`src/rtl/vga_pkg.sv`:
```
// Shared VGA timing types, standard mode constants and helpers.
package vga_pkg;

  typedef struct packed {
    int unsigned active;
    int unsigned fp;
    int unsigned sync;
    int unsigned bp;
  } vga_timing_t;

  typedef struct packed {
    vga_timing_t h;
    vga_timing_t v;
  } vga_mode_t;

  localparam vga_mode_t VGA_640x480 = '{
    h: '{active: 640, fp: 16, sync: 96, bp: 48},
    v: '{active: 480, fp: 10, sync: 2, bp: 33}
  };

  localparam vga_mode_t VGA_800x600 = '{
    h: '{active: 800, fp: 40, sync: 128, bp: 88},
    v: '{active: 600, fp: 1, sync: 4, bp: 23}
  };

  localparam vga_mode_t VGA_1024x768 = '{
    h: '{active: 1024, fp: 24, sync: 136, bp: 160},
    v: '{active: 768, fp: 3, sync: 6, bp: 29}
  };

  function automatic int unsigned total(vga_timing_t t);
    return t.active + t.fp + t.sync + t.bp;
  endfunction

endpackage

```
`src/rtl/vga_axis_counter.sv`:
```
// One raster axis: wrapping position counter plus registered decode of the
// position it is about to move to, so the decode lines up with cnt_o.
module vga_axis_counter #(
  parameter int unsigned ACTIVE = 640,
  parameter int unsigned FP     = 16,
  parameter int unsigned SYNC   = 96,
  parameter int unsigned BP     = 48,
  parameter bit          POL    = 1'b0,
  parameter int unsigned CNT_W  = 11
) (
  input  logic             clk,
  input  logic             reset,
  input  logic             en_i,
  input  logic             adv_i,
  output logic [CNT_W-1:0] cnt_o,
  output logic             wrap_o,
  output logic             active_o,
  output logic             sync_o,
  output logic             first_o
);

  localparam int unsigned      Total     = ACTIVE + FP + SYNC + BP;
  localparam logic [CNT_W-1:0] LastCnt   = CNT_W'(Total - 1);
  localparam logic [CNT_W-1:0] ActiveEnd = CNT_W'(ACTIVE);
  localparam logic [CNT_W-1:0] SyncBeg   = CNT_W'(ACTIVE + FP);
  localparam logic [CNT_W-1:0] SyncEnd   = CNT_W'(ACTIVE + FP + SYNC);

  logic [CNT_W-1:0] cnt_q, cnt_d;
  logic             active_q, sync_q, first_q;
  logic             in_sync_d;

  assign wrap_o = (cnt_q == LastCnt);

  always_comb begin
    cnt_d = cnt_q;
    if (adv_i) begin
      cnt_d = wrap_o ? '0 : cnt_q + CNT_W'(1);
    end
  end

  assign in_sync_d = (cnt_d >= SyncBeg) && (cnt_d < SyncEnd);

  always_ff @(posedge clk) begin
    if (!reset) begin
      cnt_q    <= '0;
      active_q <= 1'b0;
      sync_q   <= ~POL;
      first_q  <= 1'b0;
    end else if (en_i) begin
      cnt_q    <= cnt_d;
      active_q <= (cnt_d < ActiveEnd);
      sync_q   <= in_sync_d ? POL : ~POL;
      first_q  <= (cnt_d == '0);
    end
  end

  assign cnt_o    = cnt_q;
  assign active_o = active_q;
  assign sync_o   = sync_q;
  assign first_o  = first_q;

endmodule

```
`src/rtl/vga_timing_gen.sv`:
```
// Parametrised VGA raster timing generator advancing on a pixel-clock enable,
// with an optional pixel-enable delay line on the sync/blank/marker outputs.
module vga_timing_gen
  import vga_pkg::*;
#(
  parameter int unsigned H_ACTIVE = VGA_640x480.h.active,
  parameter int unsigned H_FP     = VGA_640x480.h.fp,
  parameter int unsigned H_SYNC   = VGA_640x480.h.sync,
  parameter int unsigned H_BP     = VGA_640x480.h.bp,
  parameter int unsigned V_ACTIVE = VGA_640x480.v.active,
  parameter int unsigned V_FP     = VGA_640x480.v.fp,
  parameter int unsigned V_SYNC   = VGA_640x480.v.sync,
  parameter int unsigned V_BP     = VGA_640x480.v.bp,
  parameter bit          HS_POL   = 1'b0,
  parameter bit          VS_POL   = 1'b0,
  parameter int unsigned CNT_W    = 11,
  parameter int unsigned DELAY    = 0
) (
  input  logic             clk,
  input  logic             reset,
  input  logic             pix_en,
  output logic             hsync,
  output logic             vsync,
  output logic             blank_n,
  output logic             sync_n,
  output logic             frame_start,
  output logic             line_start,
  output logic [CNT_W-1:0] cnt_h,
  output logic [CNT_W-1:0] cnt_v
);

  localparam vga_timing_t     HTiming  = '{active: H_ACTIVE, fp: H_FP, sync: H_SYNC, bp: H_BP};
  localparam vga_timing_t     VTiming  = '{active: V_ACTIVE, fp: V_FP, sync: V_SYNC, bp: V_BP};
  localparam int unsigned     H_TOTAL  = total(HTiming);
  localparam int unsigned     V_TOTAL  = total(VTiming);
  localparam longint unsigned CntRange = 64'd1 << CNT_W;
  // Stage vector order: {hsync, vsync, blank_n, frame_start, line_start}
  localparam logic [4:0]      StIdle   = {~HS_POL, ~VS_POL, 3'b000};

  if (H_FP == 0 || H_SYNC == 0 || H_BP == 0 || V_FP == 0 || V_SYNC == 0 || V_BP == 0)
  begin : g_zero_width
    $error("vga_timing_gen: porch and sync widths must be non-zero");
  end
  if (64'(H_TOTAL) > CntRange || 64'(V_TOTAL) > CntRange) begin : g_cnt_too_narrow
    $error("vga_timing_gen: CNT_W too narrow for H_TOTAL/V_TOTAL");
  end

  logic run_q;
  logic h_wrap, h_active, h_sync, h_first;
  logic v_active, v_sync, v_first, unused_v_wrap;
  logic h_adv, v_adv;
  logic [4:0] stage0, stage_out;

  // The first pix_en after reset only loads the decode for (0,0).
  always_ff @(posedge clk) begin
    if (!reset) begin
      run_q <= 1'b0;
    end else if (pix_en) begin
      run_q <= 1'b1;
    end
  end

  assign h_adv = pix_en && run_q;
  assign v_adv = h_adv && h_wrap;

  vga_axis_counter #(
    .ACTIVE(H_ACTIVE),
    .FP    (H_FP),
    .SYNC  (H_SYNC),
    .BP    (H_BP),
    .POL   (HS_POL),
    .CNT_W (CNT_W)
  ) u_h_axis (
    .clk     (clk),
    .reset   (reset),
    .en_i    (pix_en),
    .adv_i   (h_adv),
    .cnt_o   (cnt_h),
    .wrap_o  (h_wrap),
    .active_o(h_active),
    .sync_o  (h_sync),
    .first_o (h_first)
  );

  vga_axis_counter #(
    .ACTIVE(V_ACTIVE),
    .FP    (V_FP),
    .SYNC  (V_SYNC),
    .BP    (V_BP),
    .POL   (VS_POL),
    .CNT_W (CNT_W)
  ) u_v_axis (
    .clk     (clk),
    .reset   (reset),
    .en_i    (pix_en),
    .adv_i   (v_adv),
    .cnt_o   (cnt_v),
    .wrap_o  (unused_v_wrap),
    .active_o(v_active),
    .sync_o  (v_sync),
    .first_o (v_first)
  );

  assign stage0 = {h_sync, v_sync, h_active && v_active, h_first && v_first, h_first};

  if (DELAY == 0) begin : g_no_delay
    assign stage_out = stage0;
  end else begin : g_delay
    logic [4:0] pipe_q [DELAY];

    always_ff @(posedge clk) begin
      if (!reset) begin
        for (int unsigned i = 0; i < DELAY; i++) begin
          pipe_q[i] <= StIdle;
        end
      end else if (pix_en) begin
        pipe_q[0] <= stage0;
        for (int unsigned i = 1; i < DELAY; i++) begin
          pipe_q[i] <= pipe_q[i-1];
        end
      end
    end

    assign stage_out = pipe_q[DELAY-1];
  end

  assign hsync       = stage_out[4];
  assign vsync       = stage_out[3];
  assign blank_n     = stage_out[2];
  assign frame_start = stage_out[1];
  assign line_start  = stage_out[0];
  assign sync_n      = 1'b1;

endmodule
```
`config.mk`:
```
export PLATFORM = sky130hd
export DESIGN_NAME = vga_timing_gen
export DESIGN_NICKNAME = d
export VERILOG_FILES = /design/src/rtl/vga_pkg.sv /design/src/rtl/vga_axis_counter.sv /design/src/rtl/vga_timing_gen.sv
export SDC_FILE = /design/constraint.sdc
export NUM_CORES = 1
export LEC_CHECK = 0
export CAP_MARGIN = 15
export CELL_PAD_IN_SITES_DETAIL_PLACEMENT = 0
export CELL_PAD_IN_SITES_GLOBAL_PLACEMENT = 1
export CORE_MARGIN = 5
export CORE_UTILIZATION = 25
export DETAILED_ROUTE_END_ITERATION = 12
export PLACE_DENSITY_LB_ADDON = 0.05
export SLEW_MARGIN = 30
export SYNTH_ARGS = -nofsm -noshare
export SYNTH_HDL_FRONTEND = slang
export SYNTH_SLANG_ARGS = --single-unit
export TNS_END_PERCENT = 20
```
`constraint.sdc`:
```
create_clock -name clk -period 2.6 [get_ports clk]
set_input_delay 0.26 -clock clk [delete_from_list [all_inputs] [get_ports clk]]
set_output_delay 0.26 -clock clk [all_outputs]
set_load 0.02 [all_outputs]
```
==> results of run 1 <==
## cell families (layout without fill, tap and decap cells)
logic type	Yosys count	count (layout)	synth area share
other	1	1	0.00190
adders and majority gates	3	3	0.0190
xor gates and xnor gates	13	13	0.0577
muxes	5	5	0.0285
DFF	29	29	0.294
AOI/OAI and AO/OA	57	57	0.193
and+or+nand+nor	117	117	0.327
buffers and inverters	28	65	0.0792
## stage by stage
step	instances	utilization	setup WS (ns)	total power [mW]	cell area (µm²)
2_1_floorplan	253	-	0.341	0.500	1970
3_3_place_gp	384	0.313	0.120	0.527	2420
3_5_place_dp	384	0.313	0.170	0.526	2420
4_1_cts	392	0.324	0.280	0.905	2500
5_1_grt	392	0.324	0.0688	0.926	2500
6_report	392	0.324	0.320	0.883	2500
## layer usage
layer	wire, µm	GRT usage
met5	0	0
met3	342	0.0382
met2	2580	0.181
met4	59	0.0315
met1	3260	0.199
## power breakdown
part	internal (mW)	total, mW	switching (mW)
Sequential	0.451	0.457	0.00606
Combinational	0.0241	0.0566	0.0325
Clock	0.185	0.369	0.183
Total	0.661	0.883	0.222
## cell type report
cell class | count | share of cell area
clock buffers | 6 | 0.0290
clock inverters | 2 | 0.00400
inverters | 7 | 0.0105
multi-input cells | 196 | 0.495
flip-flops and latches | 29 | 0.232
well taps | 102 | 0.0510
repair buffers | 50 | 0.179
## worst max-delay path, delay by kind of cell, from the launching register on
kind / cells / cell delay (ns)
simple gates: 5 / 1.28
flops: 1 / 0.45
fa+ha+maj: 1 / 0.22
compound gates: 1 / 0.21
## state kept, by name, indices dropped and copies added, names as in the netlist
signal             cells
run_q                  1
u_h_axis.active_o      1
u_v_axis.cnt_o        11
u_v_axis.first_o       1
u_h_axis.cnt_o        11
u_h_axis.sync_o        1
u_v_axis.active_o      1
u_v_axis.sync_o        1
u_h_axis.first_o       1
## worst paths after layout
check	start	endpoint	slack, ns
max reg2reg	u_h_axis.cnt_o[0]$_SDFFE_PN0P_	u_v_axis.first_o$_SDFFE_PN0P_	0.32
min reg2reg	u_v_axis.active_o$_SDFFE_PN0P_	u_v_axis.active_o$_SDFFE_PN0P_	0.46
min	u_v_axis.active_o$_SDFFE_PN0P_	u_v_axis.active_o$_SDFFE_PN0P_	0.46
max	u_h_axis.cnt_o[0]$_SDFFE_PN0P_	u_v_axis.first_o$_SDFFE_PN0P_	0.32
## layout by cell type, fill, tap and decap left out, types with 6 or more instances in the layout
cell,count
nor2_1,34
clkdlybuf4s50_1,29
dfxtp_1,29
buf_4,21
nand2_1,20
a21oi_1,14
o21ai_0,13
nand3_1,9
inv_1,7
and2_1,7
xnor2_1,7
nor3_1,6
nor4_1,6
xor2_1,6
==> impl_results.md, run 1 <==
* Status: completed
* Worst Path Arrival at between 2 and 2.5 ns
* CP endpoint kind: flip-flop
* Pre-Repair DR Iteration Count at 4
* Post-Route WL at around 6200 µm
* All-Layer GR Usage at 0.132
* Vias in the first global route at 1823
* Largest net degree at the start of global routing at 22
* Worst VDD drop at roughly 0.14 mV
* Top FF cell, synth: dfxtp_1
* Worst clock skew at a little under 0.01 ns
* CTS tree: built
* Setup TNS at 0 ns
* CTS Buffer Depth at 2
* Synth Register Bits at 29
* Hold WS at around 0.46 ns
* Clock transition at path regs at 0.07 ns
* Achievable Freq at between 400 and 500 MHz
* Vias per cell at around 4.9
* Hold_buf cts at 0
* Fin crit period at ~2.3 ns
* CP max stage cell: dfxtp_1
* FFs w/ async S/R, synth at 0
* Die Span Y at 98.9 µm
* FF+latch area at 581 µm²
* Number of fill cells at roughly 850
* Die area at between 0.009 and 0.01 mm²
* Post-synth EDFFs at 0
* Kind of critical path: reg -> reg
* Root buf cell: clkbuf_8
* Initial antenna violation count at 0
* Share of post-route cells with drive strength above 1 at 0.134
* Leak Pwr at 0.902 nW
* Cell area after synthesis at approximately 0.002 mm²
* Final Setup Violations at 0
* DR WL/cell at about 16 µm
* Largest area contributor in the netlist: dfxtp_1
* Synthesis Warnings at 0
* Seq/Total Area, Yosys at 0.294
* Clk sinks at 29
* Number of max-cap violations at 0
* GP Congestion at between 0.7 and 0.8
* Detailed-route DRC error count at 0
* Top cells by count, synth: nor2_1, dfxtp_1, nand2_1
* Area Overhead vs Synth at 26.7%
* Post-synth cell types at 60
* Iter 0 DRT Violations at 93
* CP Data Required Time at 2.77 ns
* GRT Residual Overflow at 0
* Initial Utilization at 0.256
* Crit-path max cell delay at about 0.45 ns
* TritonCTS Buffers at 5
* Yosys top cell area share at 0.294
* Post-CTS Setup Bufs at 0
* Synth area leaders: dfxtp_1, nor2_1, nand2_1, a21oi_1, o21ai_0
* I/O pin count at 31
* First-pass GRT wire length at around 10000 µm
* # resized after CTS at 0
* Syn avg cell area at ~7.8 µm²
* Layout Nets at around 300
* Reg2reg path depth at 7
* Hold Path Class: reg -> reg
* Multi-input gate area at approximately 0.0012 mm²
* Worst Setup Start Kind: flip-flop
* CP Max Fanout at 8
* IO buf count at 29
* Detail Placement HPWL at approximately 4700 µm
* Fin. max-slew vios at 0
* # H-tree levels at 2
* Worst-Skew Late Latency at 0.28 ns
* Crit share post-route at 0.877
* Die W at 98.9 µm
* CORE AREA at about 0.0077 mm²
* Mapped Nets at about 260
* Critical-path cell list: ha_1 > and4_1 > nand4_2 > nor4_1 > nor2_1 > and3_1 > a32o_1
* Final Hold Viols at 0
* Site Rows at 32
* P per Cell Area at between 300 and 400 mW/mm²
* Post-Syn Instances at 253
* Antenna violation net count after detailed routing at 0
* Top-count cell post-synth: nor2_1
* Hold Path Stages at 2
* Vias at ~1900
* Unrepaired setup endpoints after global routing: false
* Diode count at 0
No activity file was read; power rests on OpenSTA's default activity.
==> inputs of run 2 (changes only) <==
--- a/config.mk
+++ b/config.mk
@@ -16,4 +16,4 @@
 export SYNTH_ARGS = -nofsm -noshare
 export SYNTH_HDL_FRONTEND = slang
 export SYNTH_SLANG_ARGS = --single-unit
-export TNS_END_PERCENT = 20
+export TNS_END_PERCENT = 100
==> constraint.sdc (replaced) <==
create_clock -name clk -period 2 [get_ports clk]
set_input_delay 0.2 -clock clk [delete_from_list [all_inputs] [get_ports clk]]
set_output_delay 0.2 -clock clk [all_outputs]
set_load 0.02 [all_outputs]
==> run 2 against run 1 <==
Clock skew fell by 0.0028 ns. Worst hold slack improved by 0.0021 ns. Non-clock buffer count rose by 52. Setup slack got worse by 0.27 ns. Critical path depth rose by 1. Largest power group unchanged. Total power rose by 40%. Largest cell class unchanged. Maximum frequency rose by 17%. Sequential power rose by 29%. Sequential share of layout area fell by 3.6 points. Final area rose by 21%. Global-route usage rose by 0.16 points.
==> impl_results.md, run 2 (same netlist as run 1, synthesis figures left out) <==
* Diode count at 0 (unchanged)
* Vias per cell at 4.78 (-3.0%)
* Detailed-route DRC error count at 0 (unchanged)
* CORE AREA at 0.00773 mm² (unchanged)
* Critical R2R Launch: u_h_axis.cnt_o[0]$_SDFFE_PN0P_
* Initial Utilization at 0.256 (unchanged)
* Critical Path Source: u_h_axis.cnt_o[0]$_SDFFE_PN0P_
* Pre-Repair DR Iteration Count at 4 (unchanged)
* Crit share post-route at 0.973 (+0.0967)
* All-Layer GR Usage at 0.133 (+0.00165)
* IO buf count at 29 (unchanged)
* Detail Placement HPWL at 5040 µm (+7.5%)
* Die area at 0.00978 mm² (unchanged)
* Site Rows at 32 (unchanged)
* Die W at 98.9 µm (unchanged)
* Leading cell type in the layout, fill and taps excluded: buf_4
* CP endpoint: u_h_axis.sync_o$_SDFFE_PN1P_
* Crit-path max cell delay at 0.36 ns (-0.09 ns)
* Worst Path Arrival at 2.12 ns (-0.33 ns)
* Highest-count cells in the layout ignoring fill and taps: buf_4, nor2_1, clkdlybuf4s50_1, dfxtp_1, nand2_1
* # H-tree levels at 2 (unchanged)
* Largest net degree at the start of global routing at 13 (-41%)
* Number of fill cells at 809 (-4.9%)
* Post-place instance area at 0.00283 mm² (+17%)
* Antenna violation net count after detailed routing at 0 (unchanged)
* GP Congestion at 0.808 (+2.4%)
* Vias in the first global route at 1982 (+8.7%)
* I/O pin count at 31 (unchanged)
* Overall Power at 1.23 mW (+40%)
* Reg2reg path depth at 8 (+1)
* Clock transition at path regs at 0.07 ns (about the same)
* Hold WS at 0.459 ns (+0.00210 ns)
* Achievable Freq at 514 MHz (+17%)
* CP endpoint kind: flip-flop
* TritonCTS Buffers at 5 (unchanged)
* CTS tree: built
* Final Cell Area at 0.00304 mm² (+21%)
* Fin crit period at 1.95 ns (-0.333 ns)
* CTS Buffer Depth at 2 (unchanged)
* Status: completed
* Kind of critical path: reg -> reg
* Unrepaired setup endpoints after global routing: true
* CP Data Required Time at 2.18 ns (-0.59 ns)
* Hold_buf cts at 0 (unchanged)
* Hold Path Class: reg -> reg
* Post-Route WL at 6490 µm (+4.1%)
* Iter 0 DRT Violations at 131 (+41%)
* Final Setup Violations at 0 (unchanged)
* Root buf cell: clkbuf_8
* GRT Residual Overflow at 0 (unchanged)
* Leak Pwr at 1.19 nW (+31%)
* DR WL/cell at 14.6 µm (-8.1%)
* Layout Nets at 347 (+18%)
* Final Hold Viols at 0 (unchanged)
* Vias at 2124 (+9.9%)
* Fin. max-slew vios at 0 (unchanged)
* Worst Setup Start Kind: flip-flop
* Area Overhead vs Synth at 53.7%
* Die Span Y at 98.9 µm (unchanged)
* Worst-Skew Late Latency at 0.28 ns (about the same)
* Share of post-route cells with drive strength above 1 at 0.330 (+0.196)
* Critical-path cell list: ha_4 > and4_4 > buf_6 > a32o_1 > a22o_1 > a222oi_1 > a21oi_1 > o32a_1
* Initial antenna violation count at 0 (unchanged)
* Worst clock skew at 0.00692 ns (-0.00285 ns)
* P per Cell Area at 406 mW/mm² (+15%)
* Clk sinks at 29 (unchanged)
* Worst reg2reg setup slack at 0.05 ns (-0.27 ns)
* Number of max-cap violations at 0 (unchanged)
* CP Max Fanout at 5 (-3)
* Worst VDD drop at 0.202 mV (+49%)
* FF-to-FF End: u_h_axis.sync_o$_SDFFE_PN1P_
* CP max stage cell: dfxtp_4
* First-pass GRT wire length at 10500 µm (+1.7%)
-- run 2: cell count changes in the layout (fill, tap and decap cells not counted), sizes merged --
cell and change:
buf +52, clkbuf +1, clkinv -1
-- run 2: layer usage --
layer	vias to the layer above	share of wire	global-route usage
met4	0	0.010	0.0347
met1	987	0.51	0.194
met3	6	0.044	0.0290
met2	49	0.44	0.198
li1	1082	-	-
met5	-	0	0
-- run 2: worst min-delay path by stage --
| stage | from | end | slack, ns | depth (start not counted) |
|---|---|---|---|---|
| after floorplan | reset | u_v_axis.cnt_o[8]$_SDFFE_PN0P_ | 0.32 | 1 |
| after global placement | u_h_axis.active_o$_SDFFE_PN0P_ | u_h_axis.active_o$_SDFFE_PN0P_ | 0.45 | 2 |
| after detailed placement | u_h_axis.active_o$_SDFFE_PN0P_ | u_h_axis.active_o$_SDFFE_PN0P_ | 0.45 | 2 |
| after CTS | u_h_axis.active_o$_SDFFE_PN0P_ | u_h_axis.active_o$_SDFFE_PN0P_ | 0.46 | 2 |
| after global routing | u_h_axis.active_o$_SDFFE_PN0P_ | u_h_axis.active_o$_SDFFE_PN0P_ | 0.50 | 2 |
| final | u_v_axis.active_o$_SDFFE_PN0P_ | u_v_axis.active_o$_SDFFE_PN0P_ | 0.46 | 2 |
-- run 2: where the power goes --
| part | internal [mW] | switching (mW) |
|---|---|---|
| combinational | 0.0403 | 0.0475 |
| sequential | 0.584 | 0.00599 |
| clock | 0.311 | 0.244 |
| total | 0.935 | 0.298 |
-- run 2: repair_timing --
item	in CTS	in global routing
gates cloned	0	0
setup buffers	0	3
setup endpoints to repair	5	5
resized for setup	4	17
pin swaps	2	11
-- run 2: stage by stage --
step / std cells / util / setup WS (ns) / setup TNS, ns
after CTS: 441 / 0.380 / 0.0136 / 0
after detailed placement: 433 / 0.366 / -0.280 / -1.47
after global placement: 433 / 0.366 / -0.357 / -1.83
final: 444 / 0.393 / 0.0531 / 0
after global routing: 444 / 0.393 / -0.0403 / -0.0895
after floorplan: 253 / - / 0.0115 / 0
-- run 2: area by class of cell --
class,count,area (µm²),area share
clock inverter,1,5.00,0.00165
tap,102,128,0.0420
sequential,29,596,0.196
clock buffer,7,96.3,0.0317
timing repair buffer,102,862,0.284
inverter,7,26.3,0.00866
multi-input combinational,196,1320,0.436
-- run 2: worst max-delay path: cells and delay by family, from the launching register on --
| family | cells | cell delay, ns |
|---|---|---|
| and+or+nand+nor | 1 | 0.18 |
| DFF | 1 | 0.36 |
| buffers and inverters | 1 | 0.13 |
| AOI/OAI and AO/OA | 5 | 1.02 |
| adders and majority gates | 1 | 0.16 |
==> inputs of run 3 (changes only) <==
--- a/config.mk
+++ b/config.mk
@@ -10,8 +10,10 @@
 export CELL_PAD_IN_SITES_GLOBAL_PLACEMENT = 1
 export CORE_MARGIN = 5
 export CORE_UTILIZATION = 25
+export CTS_CLUSTER_DIAMETER = 120
 export DETAILED_ROUTE_END_ITERATION = 12
 export PLACE_DENSITY_LB_ADDON = 0.05
+export SKIP_LAST_GASP = 1
 export SLEW_MARGIN = 30
 export SYNTH_ARGS = -nofsm -noshare
 export SYNTH_HDL_FRONTEND = slang
==> run 3 against run 2 <==
Clock power about the same. Setup slack got worse by 0.017 ns. Die area stayed put. Register-to-register slack worse by 0.02 ns. Sequential cell count stayed put. Non-clock buffer count stayed put. Worst hold slack is essentially flat. Via count shrank 0.56%. Total power hardly changed. Sequential share of layout area stayed put. Routed wire length is 0.60% higher. Critical path type unchanged.
==> impl_results.md, run 3 (same netlist as run 1, synthesis figures left out) <==
* TritonCTS Buffers at 5 (unchanged)
* Highest-count cells in the layout ignoring fill and taps: buf_4, nor2_1, clkdlybuf4s50_1, dfxtp_1, nand2_1
* Hold Path Class: reg -> reg
* Detailed-route DRC error count at 0 (unchanged)
* Vias in the first global route at 1982 (unchanged)
* Worst Setup Start Kind: flip-flop
* Die W at 98.9 µm (unchanged)
* Fin. max-slew vios at 0 (unchanged)
* Crit share post-route at 0.982 (+0.00827)
* Initial antenna violation count at 0 (unchanged)
* Clk sinks at 29 (unchanged)
* Worst reg2reg setup slack at 0.04 ns (-0.02 ns)
* Die Span Y at 98.9 µm (unchanged)
* CP Max Fanout at 5 (unchanged)
* NetSw at 0.298 mW (about the same)
* I/O pin count at 31 (unchanged)
* Root buf cell: clkbuf_8
* Clock power frac at 0.450 (about the same)
* Switching share of power at 0.242 (about the same)
* Detail Placement HPWL at 5040 µm (unchanged)
* Logic gate share of total power at 0.071 (about the same)
* Hold Path Stages at 2 (unchanged)
* Diode count at 0 (unchanged)
* Vias per cell at 4.76 (-0.56%)
* DR WL/cell at 14.7 µm (+0.60%)
* Final Setup Violations at 0 (unchanged)
* Final Hold Viols at 0 (unchanged)
* CORE AREA at 0.00773 mm² (unchanged)
* Sequential Power Share at 0.478 (about the same)
* CP Data Required Time at 2.18 ns (about the same)
* Leak Pwr at 1.19 nW (about the same)
* Kind of critical path: reg -> reg
* Overall Power at 1.23 mW (about the same)
* Worst clock skew at 0.00675 ns (-0.000168 ns)
* Largest net degree at the start of global routing at 13 (unchanged)
* All-Layer GR Usage at 0.133 (unchanged)
* Pre-Repair DR Iteration Count at 5 (+1)
* Clock transition at path regs at 0.07 ns (about the same)
* First-pass GRT wire length at 10500 µm (unchanged)
* Status: completed
* Worst VDD drop at 0.202 mV (about the same)
* Post-Route WL at 6530 µm (+0.60%)
* Final Cell Area at 0.00304 mm² (unchanged)
* IO buf count at 29 (unchanged)
* Hold_buf cts at 0 (unchanged)
* Leading cell type in the layout, fill and taps excluded: buf_4
* Unrepaired setup endpoints after global routing: true
* Share of post-route cells with drive strength above 1 at 0.330 (unchanged)
* Antenna violation net count after detailed routing at 0 (unchanged)
* # H-tree levels at 2 (unchanged)
* Fin crit period at 1.96 ns (+0.0165 ns)
* CTS tree: built
* Die area at 0.00978 mm² (unchanged)
* Area Overhead vs Synth at 53.7% (unchanged)
* Setup ws final at 0.0366 ns (-0.0165 ns)
* Worst-Skew Late Latency at 0.28 ns (about the same)
* Number of max-cap violations at 0 (unchanged)
* GP Congestion at 0.808 (unchanged)
* CTS Buffer Depth at 2 (unchanged)
* Worst Path Arrival at 2.14 ns (+0.02 ns)
* Worst slack, placed at -0.280 ns (unchanged)
* Internal power at 0.935 mW (about the same)
* CP endpoint kind: flip-flop
* Initial Utilization at 0.256 (unchanged)
* Vias at 2112 (-0.56%)
* Site Rows at 32 (unchanged)
* Iter 0 DRT Violations at 117 (-11%)
* Post-place instance area at 0.00283 mm² (unchanged)
* Reg2reg path depth at 8 (unchanged)
* P per Cell Area at 406 mW/mm² (about the same)
* Achievable Freq at 509 MHz (-0.84%)
* Layout Nets at 347 (unchanged)
* GRT Residual Overflow at 0 (unchanged)
==> run 3: cell counts in the layout (fill, tap and decap cells not counted) <==
No cell type changed its count.
==> run 3: final timing paths <==
path / from / end
setup reg to reg: u_h_axis.cnt_o[0]$_SDFFE_PN0P_ / u_h_axis.sync_o$_SDFFE_PN1P_
setup / recovery: u_h_axis.cnt_o[0]$_SDFFE_PN0P_ / u_h_axis.sync_o$_SDFFE_PN1P_
hold reg to reg: u_v_axis.active_o$_SDFFE_PN0P_ / u_v_axis.active_o$_SDFFE_PN0P_
hold / removal: u_v_axis.active_o$_SDFFE_PN0P_ / u_v_axis.active_o$_SDFFE_PN0P_
==> run 3: power groups by stage <==
stage / registers, mW / clock network (mW) / logic [mW]
after global placement: 0.604 / 0 / 0.0894
after CTS: 0.591 / 0.575 / 0.0894
after global routing: 0.591 / 0.596 / 0.0971
after floorplan: 0.609 / 0 / 0.0403
final: 0.590 / 0.555 / 0.0881
after detailed placement: 0.604 / 0 / 0.0890
==> run 3: layer usage <==
layer	GRT usage	wire length, µm	vias to the layer above
li1	-	-	1083
met1	0.194	3340	979
met2	0.198	2860	44
met3	0.0290	265	6
met4	0.0347	66	0
met5	0	0	-
==> run 3: critical path, stage by stage, from the launching register on <==
cell	delay (ns)
dfxtp_4	0.36
ha_4	0.16
and4_4	0.18
buf_6	0.13
a32o_1	0.19
a22o_1	0.18
a222oi_1	0.28
a21oi_1	0.09
o32a_1	0.29
==> run 3: stage by stage <==
| stage | TNS, ns | utilization | hold WS, ns | std cells |
|---|---|---|---|---|
| floorplan | 0 | - | 0.318 | 253 |
| global placement | -1.83 | 0.366 | 0.451 | 433 |
| detailed placement | -1.47 | 0.366 | 0.452 | 433 |
| CTS | 0 | 0.380 | 0.462 | 441 |
| global route | -0.104 | 0.393 | 0.500 | 444 |
| finish | 0 | 0.393 | 0.459 | 444 |
==> run 3: area by class of cell <==
class	count	area (µm²)
clock inverters	1	5.00
well taps	102	128
clock buffers	7	96.3
multi-input cells	196	1320
repair buffers	102	862
fillers	809	4690
flip-flops and latches	29	596
inverters	7	26.3
==> run 3: timing repair <==
action	4_1_cts	5_1_grt
resized for setup	4	17
setup endpoints to repair	5	5
endpoints found under the hold margin	0	0
pin swaps	2	10
buffers inserted	0	3
==> patch (config.mk and constraints of run 1) <==
`CNT_W` is set to 11 in 2 places; all go to 10.
--- a/src/rtl/vga_axis_counter.sv
+++ b/src/rtl/vga_axis_counter.sv
@@ -6,7 +6,7 @@
   parameter int unsigned SYNC   = 96,
   parameter int unsigned BP     = 48,
   parameter bit          POL    = 1'b0,
-  parameter int unsigned CNT_W  = 11
+  parameter int unsigned CNT_W  = 10
 ) (
   input  logic             clk,
   input  logic             reset,
--- a/src/rtl/vga_timing_gen.sv
+++ b/src/rtl/vga_timing_gen.sv
@@ -13,7 +13,7 @@
   parameter int unsigned V_BP     = VGA_640x480.v.bp,
   parameter bit          HS_POL   = 1'b0,
   parameter bit          VS_POL   = 1'b0,
-  parameter int unsigned CNT_W    = 11,
+  parameter int unsigned CNT_W    = 10,
   parameter int unsigned DELAY    = 0
 ) (
   input  logic             clk,
Interface: changed (resized cnt_h and cnt_v); port bits go from 31 to 29. No check against the original RTL was run, so the function may have changed too.
==> patch against run 1 <==
- sequential cell count shrank 2
- wire length shrank 15%
- cell count shrank 10%
- sequential power shrank 6.8%
- largest cell class unchanged
- non-clock buffer count shrank 6
- die area shrank 3.7%
- worst setup slack gained 0.12 ns
- first-iteration DRC count shrank 28%
- worst hold slack gained 0.052 ns
- area after synthesis shrank 4.1%
- critical endpoint is now u_v_axis.sync_o
- via count shrank 12%
- final area shrank 8.8%
- power shrank 16%
- global-route usage shrank 1.7 points
==> patch: results (changes against run 1) <==
stage	metric	value	unit	change
final_layout	layout cells sized above 1	0.135		was 0.134
synthesis	most used standard cells in the synthesized netlist	27 x sky130_fd_sc_hd__dfxtp_1, 19 x sky130_fd_sc_hd__nand2_1, 13 x sky130_fd_sc_hd__nand3_1, 12 x sky130_fd_sc_hd__and2_1		was 34 x sky130_fd_sc_hd__nor2_1, 29 x sky130_fd_sc_hd__dfxtp_1, 20 x sky130_fd_sc_hd__nand2_1, 14 x sky130_fd_sc_hd__a21oi_1, 13 x sky130_fd_sc_hd__o21ai_0
setup_path	arrival time reported for the critical path endpoint	2.33	ns	was 2.45 ns
clock_tree	level count of the clock H-tree	1		was 2
clock_tree	latest clock arrival within the worst-skew pair	0.28	ns	about the same
route	wire length reported by the detailed router	5330	um	was 6240 um
grt	antenna violations before repair	0		unchanged
timing	worst slew slack as a fraction of its limit	0.648		
power	peak ir drop on the vdd network	0.186	mV	was 0.136 mV
route	iteration-0 DRC count of the detailed router	67		was 93
grt	pin count of the biggest net entering global routing	15		was 22
grt	grt met3 use	0.0245		was 0.0382
route	total iterations of the first detailed-routing run	4		unchanged
final_layout	NumNets Final	259		was 295
clock_tree	Clock Tree Root	sky130_fd_sc_hd__clkbuf_8		unchanged
clock_tree	number of gates given a new drive strength after cts	0		unchanged
clock_tree	number of buffers added by the clock tree synthesis step	3		was 5
placement	final weighted congestion in routability-driven placement	0.772		was 0.788
synthesis	ys flop type	sky130_fd_sc_hd__dfxtp_1		unchanged
min_path	path class of the lowest-slack min-delay path	flop to flop		unchanged
power	Leakage Power	0.797	nW	was 0.902 nW
status	status	finished, final reports clean		unchanged
clock_tree	maximum count of clock buffers along a single path	2		unchanged
synthesis	sequential fraction of the synthesis area	0.285		was 0.294
synthesis	leading post-synthesis cells by cell area	sky130_fd_sc_hd__dfxtp_1 29%, sky130_fd_sc_hd__xnor2_1 5.1%, sky130_fd_sc_hd__and2_1 4.0%, sky130_fd_sc_hd__nand2_1 3.8%, sky130_fd_sc_hd__clkbuf_8 3.6%		was sky130_fd_sc_hd__dfxtp_1 29%, sky130_fd_sc_hd__nor2_1 6.5%, sky130_fd_sc_hd__nand2_1 3.8%, sky130_fd_sc_hd__a21oi_1 3.5%, sky130_fd_sc_hd__o21ai_0 3.3%
synthesis	async set-or-reset flop fraction in the synthesized netlist	0		unchanged
synthesis	synthesized net count	231		was 259
placement	number of port buffers	27		was 29
grt	met2 usage in global routing	0.166		was 0.181
final_layout	count of antenna diodes in the layout	0		unchanged
grt	All-Layer GR Usage	0.115		was 0.132
timing	worst setup skew after layout	0.00397	ns	was 0.00976 ns
route	count of vias placed by the detailed router	1707		was 1933
clock_tree	CTS clk-pin slew, worst paths	0.10	ns	was 0.07 ns
timing	final hold violation count	0		unchanged
grt	wire length of the first global-routing pass	9020	um	was 10300 um
setup_path	worst-path maximum fanout	12		was 8
synthesis	Synth cell types	59		was 60
synthesis	synthesis warning total	0		unchanged
placement	detailed-placement wirelength estimate	4020	um	was 4690 um
clock_tree	Setup Fix Bufs, Post-CTS	0		unchanged
grt	GRT met1 Usage	0.175		was 0.199
==> patch: cell types whose count changed in the layout (fill, tap and decap cells not counted), moves of 4 or more <==
cell                      delta
sky130_fd_sc_hd__nor2_1     -23
sky130_fd_sc_hd__nor2b_1     +8
sky130_fd_sc_hd__nor4_1      -6
sky130_fd_sc_hd__and2_1      +5
sky130_fd_sc_hd__nand4_1     +5
sky130_fd_sc_hd__a21oi_1     -4
sky130_fd_sc_hd__buf_4       -4
sky130_fd_sc_hd__nand3_1     +4
sky130_fd_sc_hd__xnor2_1     +4
sky130_fd_sc_hd__xor2_1      -4
==> patch: final cells by class <==
class	count	area, um^2
fillers	782	5050
well taps	99	124
clock buffers	4	45.0
multi-input cells	172	1150
repair buffers	44	398
flip-flops and latches	27	541
inverters	5	18.8
==> patch: worst max-delay path: stages, from the launching register on <==
cell and delay [ns]:
sky130_fd_sc_hd__dfxtp_1 0.35, sky130_fd_sc_hd__ha_1 0.22, sky130_fd_sc_hd__and4_4 0.35, sky130_fd_sc_hd__and4_2 0.44
sky130_fd_sc_hd__o211a_1 0.19, sky130_fd_sc_hd__nor2_1 0.05, sky130_fd_sc_hd__o21bai_1 0.18, sky130_fd_sc_hd__o31a_1 0.28
==> patch: kinds of logic after synthesis <==
group                      synth area share
xor gates and xnor gates             0.0601
adders and majority gates            0.0198
DFF                                   0.285
and+or+nand+nor                       0.338
AOI/OAI and AO/OA                     0.182
muxes                               0.00792
buffers and inverters                 0.105
other                               0.00198
==> patch: through the flow <==
stage | setup WS [ns] | hold WS, ns | instance area (um^2) | std cells | util
after floorplan | 0.474 | 0.426 | 1890 | 225 | -
after global placement | 0.226 | 0.486 | 2240 | 347 | 0.305
after detailed placement | 0.194 | 0.491 | 2240 | 347 | 0.305
after CTS | 0.409 | 0.515 | 2280 | 351 | 0.311
after global routing | 0.254 | 0.534 | 2280 | 351 | 0.311
final | 0.444 | 0.508 | 2280 | 351 | 0.311
==> patch: final timing paths <==
check                                       start  cells past startpoint  slack, ns         endpoint
worst min-delay path                        run_q                      1       0.51            run_q
worst max register to register  u_h_axis.cnt_o[0]                      7       0.44  u_v_axis.sync_o
worst min register to register              run_q                      1       0.51            run_q
worst max-delay path            u_h_axis.cnt_o[0]                      7       0.44  u_v_axis.sync_o
==> patch: report_power, final <==
group / internal [mW] / switching (mW) / total [mW]
registers: 0.421 / 0.00487 / 0.426
clock network: 0.110 / 0.142 / 0.252
logic: 0.0320 / 0.0356 / 0.0675
==> patch: layer usage <==
layer | vias up | wire length [um] | part of all wire
met2 | 36 | 2230 | 0.42
met4 | 0 | 34 | 0.0064
li1 | 860 | - | -
met5 | - | 0 | 0
met3 | 2 | 192 | 0.036
met1 | 809 | 2880 | 0.54
